`src/rtl/nibble_serial_adder_ctrl_pkg.sv`:
```
// -----------------------------------------------------------------------------
// nibble_serial_adder_ctrl_pkg
// Shared definitions for the nibble-serial adder controller.
//   state_t : controller state encoding (IDLE / RUN / DONE, 2'd3 unused)
//   SLICE_W : width of one adder pass (one nibble)
// -----------------------------------------------------------------------------
package nibble_serial_adder_ctrl_pkg;

  localparam int SLICE_W = 4;

  typedef enum logic [1:0] {
    IDLE = 2'd0,
    RUN  = 2'd1,
    DONE = 2'd2
  } state_t;

endpackage

```
`src/rtl/nibble_serial_adder_ctrl_if.sv`:
```
// -----------------------------------------------------------------------------
// nibble_serial_adder_ctrl_if
// Operand/result handshake bundle for the nibble-serial adder.
//   in_valid/in_ready   : operand handshake (a, b, c_in travel with it)
//   out_valid/out_ready : result handshake (sum, c_out, ovf travel with it)
//   busy                : controller is working on or holding a result
// Modports:
//   master : operand source / result consumer side
//   slave  : adder controller side
// -----------------------------------------------------------------------------
interface nibble_serial_adder_ctrl_if #(
  parameter int WORD_W = 16
);

  logic              in_valid;
  logic              in_ready;
  logic [WORD_W-1:0] a;
  logic [WORD_W-1:0] b;
  logic              c_in;
  logic              out_valid;
  logic              out_ready;
  logic [WORD_W-1:0] sum;
  logic              c_out;
  logic              ovf;
  logic              busy;

  modport master (
    output in_valid, a, b, c_in, out_ready,
    input  in_ready, out_valid, sum, c_out, ovf, busy
  );

  modport slave (
    input  in_valid, a, b, c_in, out_ready,
    output in_ready, out_valid, sum, c_out, ovf, busy
  );

endinterface

```
`src/rtl/full_adder_4_bit.sv`:
```
// -----------------------------------------------------------------------------
// full_adder_4_bit
// Plain 4-bit ripple-carry adder built from single-bit full adders.
//   c_out : carry out of bit 3
//   sum   : 4-bit sum
//   a, b  : 4-bit addends
//   c_in  : carry into bit 0
// -----------------------------------------------------------------------------
module full_adder_4_bit (
  output logic       c_out,
  output logic [3:0] sum,
  input  logic [3:0] a,
  input  logic [3:0] b,
  input  logic       c_in
);

  logic [4:0] carry;

  assign carry[0] = c_in;

  // One full-adder cell per bit, carry rippling upward.
  for (genvar i = 0; i < 4; i++) begin : g_bit
    assign sum[i]     = a[i] ^ b[i] ^ carry[i];
    assign carry[i+1] = (a[i] & b[i]) | (carry[i] & (a[i] ^ b[i]));
  end

  assign c_out = carry[4];

endmodule

```
`src/rtl/nibble_serial_adder_ctrl.sv`:
```
// -----------------------------------------------------------------------------
// nibble_serial_adder_ctrl
// Adds two WORD_W-bit operands using a single shared 4-bit adder, one nibble
// per clock, with a registered carry linking consecutive nibbles.
//   clk   : rising-edge clock
//   rst_n : synchronous active-low reset
//   bus   : slave side of the operand/result handshake bundle
//           (in_valid/in_ready/a/b/c_in in, out_valid/out_ready/sum/c_out/ovf
//           out, plus busy)
// -----------------------------------------------------------------------------
module nibble_serial_adder_ctrl
  import nibble_serial_adder_ctrl_pkg::*;
#(
  parameter int WORD_W = 16
) (
  input logic                       clk,
  input logic                       rst_n,
  nibble_serial_adder_ctrl_if.slave bus
);

  localparam int NUM_SLICES = WORD_W / SLICE_W;
  localparam int IDX_W      = (NUM_SLICES > 1) ? $clog2(NUM_SLICES) : 1;
  localparam logic [IDX_W-1:0] LAST_IDX = IDX_W'(NUM_SLICES - 1);

  state_t                               state;
  logic [IDX_W-1:0]                     idx;
  logic                                 carry;
  logic [NUM_SLICES-1:0][SLICE_W-1:0]   a_reg;
  logic [NUM_SLICES-1:0][SLICE_W-1:0]   b_reg;
  logic [NUM_SLICES-1:0][SLICE_W-1:0]   sum_reg;
  logic                                 c_out_reg;
  logic                                 ovf_reg;

  logic [SLICE_W-1:0] fa_sum;
  logic               fa_c_out;
  logic               accept;

  // The shared adder always works on the nibble selected by idx; its result
  // is only committed while in RUN.
  full_adder_4_bit u_adder (
    .c_out (fa_c_out),
    .sum   (fa_sum),
    .a     (a_reg[idx]),
    .b     (b_reg[idx]),
    .c_in  (carry)
  );

  // In DONE the input side follows out_ready so that a retiring result and a
  // new request can share the same edge.
  assign bus.in_ready  = (state == IDLE) || ((state == DONE) && bus.out_ready);
  assign bus.out_valid = (state == DONE);
  assign bus.busy      = (state == RUN) || (state == DONE);
  assign bus.sum       = sum_reg;
  assign bus.c_out     = c_out_reg;
  assign bus.ovf       = ovf_reg;

  assign accept = bus.in_valid && bus.in_ready;

  // Controller FSM: latch operands on accept, walk the nibbles LSB first,
  // then hold the result until the consumer takes it. Reset wins over
  // everything and throws away any partial result.
  always_ff @(posedge clk) begin
    if (!rst_n) begin
      state     <= IDLE;
      idx       <= '0;
      carry     <= 1'b0;
      a_reg     <= '0;
      b_reg     <= '0;
      sum_reg   <= '0;
      c_out_reg <= 1'b0;
      ovf_reg   <= 1'b0;
    end else begin
      case (state)
        IDLE: begin
          if (accept) begin
            a_reg   <= bus.a;
            b_reg   <= bus.b;
            carry   <= bus.c_in;
            idx     <= '0;
            sum_reg <= '0;
            state   <= RUN;
          end
        end

        RUN: begin
          sum_reg[idx] <= fa_sum;
          carry        <= fa_c_out;
          idx          <= idx + IDX_W'(1);
          if (idx == LAST_IDX) begin
            c_out_reg <= fa_c_out;
            // Signed overflow: like-signed operands producing an opposite sign.
            ovf_reg   <= (a_reg[NUM_SLICES-1][SLICE_W-1] == b_reg[NUM_SLICES-1][SLICE_W-1]) &&
                         (fa_sum[SLICE_W-1] != a_reg[NUM_SLICES-1][SLICE_W-1]);
            state     <= DONE;
          end
        end

        DONE: begin
          if (bus.out_ready) begin
            if (bus.in_valid) begin
              a_reg   <= bus.a;
              b_reg   <= bus.b;
              carry   <= bus.c_in;
              idx     <= '0;
              sum_reg <= '0;
              state   <= RUN;
            end else begin
              state <= IDLE;
            end
          end
        end

        // The unused encoding falls back to IDLE.
        default: begin
          state <= IDLE;
          idx   <= '0;
        end
      endcase
    end
  end

endmodule

```
`src/flat_wrapper.sv`:
```
// flat-port wrapper written by rule: the top's interface ports become plain ports
module nibble_serial_adder_ctrl_flat import nibble_serial_adder_ctrl_pkg::*;
#(
  parameter int WORD_W = 16
)
  (clk, rst_n, bus_in_valid, bus_a, bus_b, bus_c_in, bus_out_ready, bus_in_ready, bus_out_valid, bus_sum, bus_c_out, bus_ovf, bus_busy);
  nibble_serial_adder_ctrl_if #(.WORD_W(WORD_W)) bus_i ();
  input logic clk;
  input logic rst_n;
  input wire logic [$bits(bus_i.in_valid)-1:0] bus_in_valid;
  input wire logic [$bits(bus_i.a)-1:0] bus_a;
  input wire logic [$bits(bus_i.b)-1:0] bus_b;
  input wire logic [$bits(bus_i.c_in)-1:0] bus_c_in;
  input wire logic [$bits(bus_i.out_ready)-1:0] bus_out_ready;
  output wire logic [$bits(bus_i.in_ready)-1:0] bus_in_ready;
  output wire logic [$bits(bus_i.out_valid)-1:0] bus_out_valid;
  output wire logic [$bits(bus_i.sum)-1:0] bus_sum;
  output wire logic [$bits(bus_i.c_out)-1:0] bus_c_out;
  output wire logic [$bits(bus_i.ovf)-1:0] bus_ovf;
  output wire logic [$bits(bus_i.busy)-1:0] bus_busy;
  assign bus_i.in_valid = bus_in_valid;
  assign bus_i.a = bus_a;
  assign bus_i.b = bus_b;
  assign bus_i.c_in = bus_c_in;
  assign bus_i.out_ready = bus_out_ready;
  assign bus_in_ready = bus_i.in_ready;
  assign bus_out_valid = bus_i.out_valid;
  assign bus_sum = bus_i.sum;
  assign bus_c_out = bus_i.c_out;
  assign bus_ovf = bus_i.ovf;
  assign bus_busy = bus_i.busy;
  nibble_serial_adder_ctrl #(.WORD_W(WORD_W)) u_core (.clk(clk), .rst_n(rst_n), .bus(bus_i));
endmodule
```
`config.mk`:
```
export PLATFORM = sky130hd
export DESIGN_NAME = nibble_serial_adder_ctrl_flat
export DESIGN_NICKNAME = d
export VERILOG_FILES = /design/src/rtl/nibble_serial_adder_ctrl_pkg.sv /design/src/rtl/nibble_serial_adder_ctrl_if.sv /design/src/rtl/full_adder_4_bit.sv /design/src/rtl/nibble_serial_adder_ctrl.sv /design/src/flat_wrapper.sv
export SDC_FILE = /design/constraint.sdc
export NUM_CORES = 1
export LEC_CHECK = 0
export ABC_AREA = 1
export CORE_ASPECT_RATIO = 1.4
export CORE_MARGIN = 8
export CORE_UTILIZATION = 36
export CTS_CLUSTER_DIAMETER = 120
export DETAILED_ROUTE_END_ITERATION = 12
export GPL_ROUTABILITY_DRIVEN = 0
export GPL_TIMING_DRIVEN = 0
export HOLD_SLACK_MARGIN = 0.03
export PLACE_DENSITY = 0.57
export SETUP_SLACK_MARGIN = 0.2
export SLEW_MARGIN = 20
export SYNTH_ARGS = -nofsm -noshare
export SYNTH_HDL_FRONTEND = slang
export SYNTH_SLANG_ARGS = --single-unit
```
`constraint.sdc`:
```
create_clock -name clk -period 3.69 [get_ports clk]
set_input_delay 0.5535 -clock clk [delete_from_list [all_inputs] [get_ports clk]]
set_output_delay 0.5535 -clock clk [all_outputs]
set_load 0.005 [all_outputs]
```
==> impl_metrics.json, run 1 <==
{
  "cp-endpoint": "u_core.bus.ovf",
  "rsz0062_at_grt": "false",
  "synth_fa_ha_area_share_pct": 7.02,
  "slew_headroom_pct": 63.2,
  "vias": 2484,
  "numCtsBuffers": 5,
  "p_sw_w": 0.000994,
  "cts_hold_buf": 0,
  "fmax_ghz": 0.310,
  "power_frac_seq_pct": 33.5,
  "slew_violations": 0,
  "die_height_um": 116,
  "cp-startpoint": "u_core.idx[0]",
  "drive_above_1_share_pct": 7.09,
  "portBuffers": 57,
  "p_leak_nw": 1.29,
  "cts_max_level": 2,
  "power.share.combinational_pct": 50.8,
  "critPathMaxStageDelay_ns": 0.52,
  "grt_use_met3_pct": 2.56,
  "ir_worst_vdd_v": 0.000317,
  "crit_path_start_kind": "flip-flop",
  "grt_pass1_vias": 2499,
  "ys_ff_latch": 55,
  "drv_cap": 0,
  "tritoncts": "built",
  "grt.met2_usage_pct": 27.4,
  "synth_top_area_share_pct": 42.9,
  "post-route-min-period_ns": 3.22,
  "grt_max_degree": 16,
  "final_nets": 457,
  "power_frac_clock_pct": 15.7,
  "coreArea_um2": 6940,
  "r2r_cells": 17,
  "clock_latency_ns": 0.31,
  "ios": 58,
  "rrSetupSlack_ns": 0.47,
  "row_count": 36,
  "synth_edf_count": 0,
  "syn_to_final_growth_pct": 31.2,
  "initial_core_util_pct": 37.0,
  "path_class": "flip-flop to flip-flop",
  "n_antenna_cell": 0,
  "drc": 0,
  "internal_power_w": 0.00132,
  "wl_per_cell_um": 13.8,
  "antenna_found_initial": 0,
  "dp_cells": 496,
  "synth_common_cells": "a21oi_1 (59), nand2_1 (58), dfxtp_1 (55)",
  "cp_max_fo": 10,
  "critical_path.endpoint_type": "flip-flop",
  "ys_seq_area_share_pct": 42.9,
  "postSynth.asyncResetShare_pct": 0,
  "synth_top_area_cell": "dfxtp_1",
  "syn_avg_cell_area_um2": 7.46,
  "ys_types": 22,
  "worst_slew_pin_slew_ns": 0.552,
  "critPathSlowestCell": "fa_1",
  "synth_compound_area_share_pct": 19.4,
  "yosysMostFrequentCell": "a21oi_1",
  "drt-initial-drc-count": 72,
  "cp_data_arrival_time_ns": 3.48,
  "hpwl_mm": 5.44,
  "cellPowerDensity_nw_per_um2": 687,
  "outcome": "finished, final reports clean",
  "synth-simple-area-share_pct": 22.3,
  "setup_violations": 0,
  "cts_buffer_depth": 2,
  "ant_nets": 0,
  "reg2reg_from": "u_core.idx[0]",
  "fin_skew_ns": 0.00701,
  "hp-class": "flip-flop to flip-flop",
  "hold_violations": 0,
  "fp.dieW_um": 87.4,
  "gr-usage-met1_pct": 15.4,
  "grt-busiest-layer": "met2",
  "ys_warn_count": 0,
  "syn_area_um2": 2570,
  "die_area_um2": 10100,
  "grtUsageTotal_pct": 14.6,
  "synth.area.mux_share_pct": 0,
  "viasPerCell": 4.93,
  "fin_cells": 504,
  "wl_mm": 6.94,
  "synthFlopType": "dfxtp_1",
  "dr.pass1.iters": 4,
  "synth_xor_area_share_pct": 0,
  "finalSetupTns_ns": 0,
  "nFillCells": 746,
  "fin_crit_sh_pct": 87.3,
  "cts_root_buf": "clkbuf_8",
  "r2r-end": "u_core.bus.ovf",
  "synth_top_family_by_area": "simple AND/OR/NAND/NOR gates",
  "grt_remaining_overflow": 0,
  "cts_sinks": 55,
  "final_core_util_pct": 48.5,
  "cts.clk_slew.worst_paths_ns": 0.10,
  "yosys-top-cells-area": "dfxtp_1 (43%), a21oi_1 (12%), nand2_1 (8.5%)",
  "synth_cells": 344,
  "p_sw_share_pct": 43.0,
  "grt_pass1_wl_mm": 11.7,
  "crit_chain": "buf_2 -> clkbuf_4 -> nand2_1 -> o21ai_0 -> a21oi_1 -> fa_1 -> inv_1 -> fa_1 -> inv_1 -> fa_1 -> inv_1 -> fa_1 -> nor2_1 -> nand2_1 -> nand3_1 -> o211ai_1 -> inv_1",
  "crit_required_ns": 3.94,
  "synthesis.nets": 393
}
## power groups by stage
| stage | Combinational (W) | Clock, W | Sequential, W |
|---|---|---|---|
| floorplan | 0.000799 | 0 | 0.000770 |
| global placement | 0.00116 | 0 | 0.000786 |
| detailed placement | 0.00118 | 0 | 0.000788 |
| CTS | 0.00118 | 0.000377 | 0.000775 |
| global route | 0.00135 | 0.000395 | 0.000789 |
| finish | 0.00117 | 0.000364 | 0.000774 |
## area by class of cell
type                       count  area (µm²)  area share (%)
timing repair buffer          57         571            17.0
inverter                      30         116            3.46
clock buffer                   8         100            2.97
multi-input combinational    237        1250            37.2
sequential                    55        1100            32.7
buffer                        22         108            3.20
tap                           95         119            3.53
## through the flow
| stage | hold WS [ns] | setup slack [ns] | power [W] | cell area (µm²) |
|---|---|---|---|---|
| after global routing | 0.478 | 0.205 | 0.00253 | 3370 |
| after floorplan | 0.424 | 0.806 | 0.00157 | 2570 |
| after detailed placement | 0.444 | 0.323 | 0.00197 | 3260 |
| after global placement | 0.443 | 0.349 | 0.00195 | 3260 |
| after CTS | 0.458 | 0.266 | 0.00233 | 3360 |
| final | 0.457 | 0.468 | 0.00231 | 3370 |
## kinds of logic after synthesis
group | Yosys count
flip-flops | 55
adder cells (fa/ha/maj) | 12
AND/OR/NAND/NOR | 128
AO/OA/AOI/OAI | 97
buffers and inverters | 52
## cell usage in the layout, fill, tap and decap left out, drive strengths merged
master,netlist,layout
dfxtp,55,55
clkdlybuf4s50,0,57
o21ai,31,31
clkinvlp,0,1
o22ai,4,4
o21a,2,2
inv,28,28
nand3,29,29
nand2,58,58
o211ai,1,1
or2,3,3
nor3,1,1
fa,4,4
ha,8,8
clkbuf,8,16
nand4,17,17
buf,14,14
a21oi,59,59
nor2,20,20
clkinv,2,1
## routing by layer
metal,vias to the layer above,routed length [µm]
met3,9,282
met1,1131,2800
met4,0,115
met5,-,0
li1,1291,-
met2,53,3740
## worst min path at each step
| stage | from | end | slack (ns) | depth (start not counted) |
|---|---|---|---|---|
| 6_report | u_core.a_reg[0] | u_core.a_reg[0] | 0.46 | 2 |
| 3_5_place_dp | u_core.a_reg[0] | u_core.a_reg[0] | 0.44 | 2 |
| 2_1_floorplan | u_core.a_reg[0] | u_core.a_reg[0] | 0.42 | 2 |
| 5_1_grt | u_core.a_reg[5] | u_core.a_reg[5] | 0.48 | 2 |
| 3_3_place_gp | u_core.a_reg[0] | u_core.a_reg[0] | 0.44 | 2 |
| 4_1_cts | u_core.a_reg[0] | u_core.a_reg[0] | 0.46 | 2 |
## critical path: cells and delay by family, from the launching register on
kind	cells	cell delay [ns]
fa+ha+maj	4	1.44
buf+inv	6	0.72
flops	1	0.39
simple gates	4	0.32
compound gates	3	0.30
## what timing repair did
| item | in CTS | in global routing |
|---|---|---|
| setup endpoints to repair | 0 | 5 |
| gates resized for setup | 0 | 9 |
| setup buffers | 0 | 0 |
Power figures use the tool's default switching activity.
==> inputs of run 2 (changes only) <==
--- a/config.mk
+++ b/config.mk
@@ -7,16 +7,14 @@
 export LEC_CHECK = 0
 export ABC_AREA = 1
 export CORE_ASPECT_RATIO = 1.4
-export CORE_MARGIN = 8
+export CORE_MARGIN = 3
 export CORE_UTILIZATION = 36
 export CTS_CLUSTER_DIAMETER = 120
 export DETAILED_ROUTE_END_ITERATION = 12
 export GPL_ROUTABILITY_DRIVEN = 0
-export GPL_TIMING_DRIVEN = 0
 export HOLD_SLACK_MARGIN = 0.03
 export PLACE_DENSITY = 0.57
 export SETUP_SLACK_MARGIN = 0.2
-export SLEW_MARGIN = 20
 export SYNTH_ARGS = -nofsm -noshare
 export SYNTH_HDL_FRONTEND = slang
 export SYNTH_SLANG_ARGS = --single-unit
==> run 2 against run 1 <==
Cell count decreased by 3.4%. Maximum frequency increased by 6.6%. Count of clock-buffer cells in the layout unchanged. Highest routed layer unchanged.
==> impl_metrics.json, run 2 (synthesized netlist as in run 1, its figures left out) <==
{
  "cts_buffer_depth": 2,
  "slew_violations": 0,
  "syn_to_final_growth_pct": 29.0,
  "final_core_util_pct": 49.1,
  "multi_input_area_um2": 1250,
  "die_height_um": 106,
  "grtUsageTotal_pct": 15.2,
  "numCtsBuffers": 5,
  "cp_max_fo": 12,
  "finalSetupTns_ns": 0,
  "crit_required_ns": 3.89,
  "drv_cap": 0,
  "drive_above_1_share_pct": 5.06,
  "cts_max_level": 2,
  "seq_area_um2": 1100,
  "postCtsSetupBuffers": 0,
  "fin_skew_ns": 0.00883,
  "fp.dieW_um": 77.4,
  "clock_latency_ns": 0.30,
  "fmax_ghz": 0.331,
  "crit_path_start_kind": "flip-flop",
  "viasPerCell": 4.87,
  "cts_resized": 0,
  "ios": 58,
  "cp_data_arrival_time_ns": 3.22,
  "outcome": "finished, final reports clean",
  "worst_slew_pin_slew_ns": 0.581,
  "slew_headroom_pct": 61.2,
  "placed_area_um2": 3210,
  "grt_max_degree": 43,
  "critical_path.endpoint_type": "flip-flop",
  "path_class": "flip-flop to flip-flop",
  "setup_violations": 0,
  "hp-class": "flip-flop to flip-flop",
  "nFillCells": 711,
  "n_antenna_cell": 0,
  "vias": 2371,
  "post-route-min-period_ns": 3.02,
  "dr.pass1.iters": 4,
  "most-common-layout-cells": "a21oi_1 (59), nand2_1 (58), clkdlybuf4s50_1 (57)",
  "antenna_found_initial": 0,
  "ir_worst_vdd_v": 0.000293,
  "initial_core_util_pct": 38.1,
  "cts_hold_buf": 0,
  "portBuffers": 57,
  "die_area_um2": 8190,
  "cts_root_buf": "clkbuf_8",
  "grt_pass1_vias": 2173,
  "hpwl_mm": 4.77,
  "final_common_cell": "a21oi_1",
  "ant_nets": 0,
  "rsz0062_at_grt": "false",
  "grt_remaining_overflow": 0,
  "final_nets": 443,
  "cts_sinks": 55,
  "wl_mm": 6.17,
  "hold_violations": 0,
  "grt_pass1_wl_mm": 10.2,
  "drt-initial-drc-count": 64,
  "drc": 0,
  "row_count": 35,
  "cts.clk_slew.worst_paths_ns": 0.10,
  "coreArea_um2": 6740,
  "tritoncts": "built",
  "wl_per_cell_um": 12.7,
  "cellPowerDensity_nw_per_um2": 680,
  "p_leak_nw": 1.26,
  "fin_area_um2": 3310,
  "fin_crit_sh_pct": 81.9
}
==> run 2: metrics by stage <==
| stage | hold slack (ns) | power, W | std cells | setup slack, ns |
|---|---|---|---|---|
| 2_1_floorplan | 0.424 | 0.00157 | 344 | 0.806 |
| 3_3_place_gp | 0.449 | 0.00191 | 479 | 0.745 |
| 3_5_place_dp | 0.450 | 0.00192 | 479 | 0.669 |
| 4_1_cts | 0.465 | 0.00228 | 487 | 0.644 |
| 5_1_grt | 0.487 | 0.00244 | 487 | 0.434 |
| 6_report | 0.460 | 0.00225 | 487 | 0.669 |
==> run 2: final cells by class <==
class,instances,area share (%)
Multi-Input combinational cell,237,37.8
Sequential cell,55,33.3
Timing Repair Buffer,65,19.0
Tap cell,92,3.48
Inverter,30,3.40
Clock buffer,8,3.02
==> run 2: routing by layer <==
metal	up-vias	GRT usage, %	wire, µm
met3	4	2.88	193
met5	-	0	0
met1	1075	17.8	2660
li1	1255	-	-
met2	37	27.8	3230
met4	0	4.58	81
==> run 2: path summary, 6_finish.rpt <==
kind | from | end | slack [ns] | cells after the start
max reg2reg | u_core.idx[1] | u_core.bus.ovf | 0.67 | 14
max | u_core.idx[1] | u_core.bus.ovf | 0.67 | 14
min reg2reg | u_core.b_reg[12] | u_core.b_reg[12] | 0.46 | 2
min | u_core.b_reg[12] | u_core.b_reg[12] | 0.46 | 2
==> run 2: critical path, stage by stage, from the launching register on <==
cell	delay, ns
dfxtp_1	0.53
clkinv_1	0.32
a21oi_1	0.26
fa_1	0.20
inv_1	0.05
fa_1	0.35
inv_1	0.07
fa_1	0.16
inv_1	0.05
fa_1	0.60
nor2_1	0.07
nand2_1	0.06
nand3_1	0.06
o211ai_1	0.09
inv_1	0.06
==> run 2: report_power, final <==
part	total, W	internal [W]	switching, W	leakage (nW)
combinational	0.00110	0.000412	0.000688	0.762
sequential	0.000791	0.000713	0.0000780	0.450
clock	0.000359	0.000172	0.000187	0.0515
==> inputs of run 3 (changes only) <==
==> constraint.sdc (replaced) <==
create_clock -name clk -period 3 [get_ports clk]
set_input_delay 0.45 -clock clk [delete_from_list [all_inputs] [get_ports clk]]
set_output_delay 0.45 -clock clk [all_outputs]
set_load 0.005 [all_outputs]
==> run 3 against run 2 <==
Global-route usage rose by 0.55 points. Highest routed layer unchanged. Non-clock buffer count rose by 9. Critical endpoint is now u_core.bus.sum[11]. Clock skew fell by 0.0020 ns. Sequential cell count did not move. Cell area rose by 3.9%.
==> impl_metrics.json, run 3 (synthesized netlist as in run 1, its figures left out) <==
{
  "grt_max_degree": 31,
  "multi_input_area_um2": 1290,
  "grt_pass1_vias": 2236,
  "fmax_ghz": 0.371,
  "crit_required_ns": 3.25,
  "holdPathStages": 2,
  "fin_area_um2": 3440,
  "antenna_found_initial": 0,
  "fp.dieW_um": 77.4,
  "portBuffers": 57,
  "crit_chain": "buf_6 -> clkinvlp_4 -> o21ai_1 -> o22ai_1 -> fa_2 -> inv_2 -> fa_2 -> inv_2 -> fa_2 -> buf_6 -> nand4_1 -> a21oi_1",
  "die_area_um2": 8190,
  "n_antenna_cell": 0,
  "setup_ws_ns": 0.307,
  "grt_pass1_wl_mm": 10.4,
  "rsz0062_at_grt": "false",
  "grtUsageTotal_pct": 15.8,
  "row_count": 35,
  "viasPerCell": 4.93,
  "ir_worst_vdd_v": 0.000447,
  "fin_skew_ns": 0.00681,
  "most-common-layout-cells": "nand2_1 (58), clkdlybuf4s50_1 (57), a21oi_1 (55)",
  "hpwl_mm": 4.79,
  "reg2reg_from": "u_core.idx[0]",
  "hold_violations": 0,
  "drv_cap": 0,
  "power_w": 0.00299,
  "cp_data_arrival_time_ns": 2.95,
  "worst_slew_pin_slew_ns": 0.871,
  "seq_area_um2": 1110,
  "rrSetupSlack_ns": 0.31,
  "syn_to_final_growth_pct": 34.0,
  "critPathSlowestCell": "fa_2",
  "drc": 0,
  "post-route-min-period_ns": 2.69,
  "ios": 58,
  "cellPowerDensity_nw_per_um2": 869,
  "vias": 2444,
  "clock_latency_ns": 0.31,
  "cts_buffer_depth": 2,
  "cp_max_fo": 8,
  "nFillCells": 721,
  "placed_area_um2": 3260,
  "r2r_cells": 12,
  "dpl_worst_slack_ns": 0.0841,
  "cts_root_buf": "clkbuf_8",
  "cts_sinks": 55,
  "tritoncts": "built",
  "coreArea_um2": 6740,
  "cts_max_level": 2,
  "critical_path.endpoint_type": "flip-flop",
  "crit_path_start_kind": "flip-flop",
  "r2r-end": "u_core.bus.sum[11]",
  "min_to": "u_core.a_reg[2]",
  "cts_hold_buf": 0,
  "ant_nets": 0,
  "setup_violations": 0,
  "numCtsBuffers": 5,
  "drive_above_1_share_pct": 11.9,
  "final_nets": 452,
  "wl_mm": 6.51,
  "grt_remaining_overflow": 0,
  "cts.clk_slew.worst_paths_ns": 0.10,
  "path_class": "flip-flop to flip-flop",
  "wl_per_cell_um": 13.1,
  "die_height_um": 106,
  "finalSetupTns_ns": 0,
  "outcome": "finished, final reports clean",
  "slew_headroom_pct": 41.8,
  "hp-start": "u_core.a_reg[2]",
  "path_common_cell": "fa_2",
  "final_common_cell": "nand2_1",
  "critPathMaxStageDelay_ns": 0.64,
  "fin_crit_sh_pct": 89.8,
  "hp-class": "flip-flop to flip-flop",
  "initial_core_util_pct": 38.1,
  "p_leak_nw": 1.31,
  "dr.pass1.iters": 4,
  "drt-initial-drc-count": 72,
  "slew_violations": 0
}
-- run 3: cell type report --
class / instances / share of cell area (%)
flip-flops and latches: 55 / 32.2
well taps: 92 / 3.35
inverters: 30 / 3.38
repair buffers: 74 / 20.6
clock buffers: 8 / 2.91
multi-input cells: 237 / 37.6
-- run 3: per-layer routing --
| metal | routed length [µm] | track usage, % | vias up |
|---|---|---|---|
| met1 | 2810 | 18.7 | 1125 |
| li1 | - | - | 1272 |
| met3 | 226 | 3.73 | 6 |
| met4 | 70 | 4.58 | 0 |
| met5 | 0 | 0 | - |
| met2 | 3400 | 27.9 | 41 |
-- run 3: critical path, delay by kind of cell (launching register included) --
kind / cells / cell delay, ns
adders and majority gates: 3 / 1.23
buffers and inverters: 5 / 0.49
AOI/OAI and AO/OA: 3 / 0.42
DFF: 1 / 0.41
and+or+nand+nor: 1 / 0.08
-- run 3: worst max-delay path by stage --
stage	start	endpoint	slack (ns)	cells past startpoint
floorplan	u_core.idx[0]	u_core.bus.ovf	0.22	16
global placement	u_core.idx[0]	u_core.bus.ovf	0.15	14
finish	u_core.idx[0]	u_core.bus.sum[11]	0.31	12
detailed placement	u_core.idx[0]	u_core.bus.ovf	0.08	14
global route	u_core.idx[0]	u_core.bus.sum[11]	0.16	12
CTS	u_core.idx[0]	u_core.bus.ovf	0.20	14
-- run 3: timing repair --
| item | in CTS | in global routing |
|---|---|---|
| pin swaps | 0 | 7 |
| buffers inserted | 0 | 3 |
| setup endpoints to repair | 5 | 5 |
| resized for setup | 1 | 31 |
-- run 3: where the power goes --
| part | internal (W) | leakage (nW) | switching, W | total, W |
|---|---|---|---|---|
| clock network | 0.000212 | 0.0515 | 0.000246 | 0.000457 |
| registers | 0.000882 | 0.451 | 0.0000917 | 0.000973 |
| logic | 0.000633 | 0.804 | 0.000926 | 0.00156 |
| total | 0.00173 | 1.31 | 0.00126 | 0.00299 |
-- run 3: stage by stage --
| stage | util [%] | hold slack [ns] | std cells |
|---|---|---|---|
| 2_1_floorplan | - | 0.424 | 344 |
| 3_3_place_gp | 48.3 | 0.436 | 485 |
| 3_5_place_dp | 48.3 | 0.443 | 485 |
| 4_1_cts | 49.8 | 0.458 | 493 |
| 5_1_grt | 51.0 | 0.484 | 496 |
| 6_report | 51.0 | 0.455 | 496 |
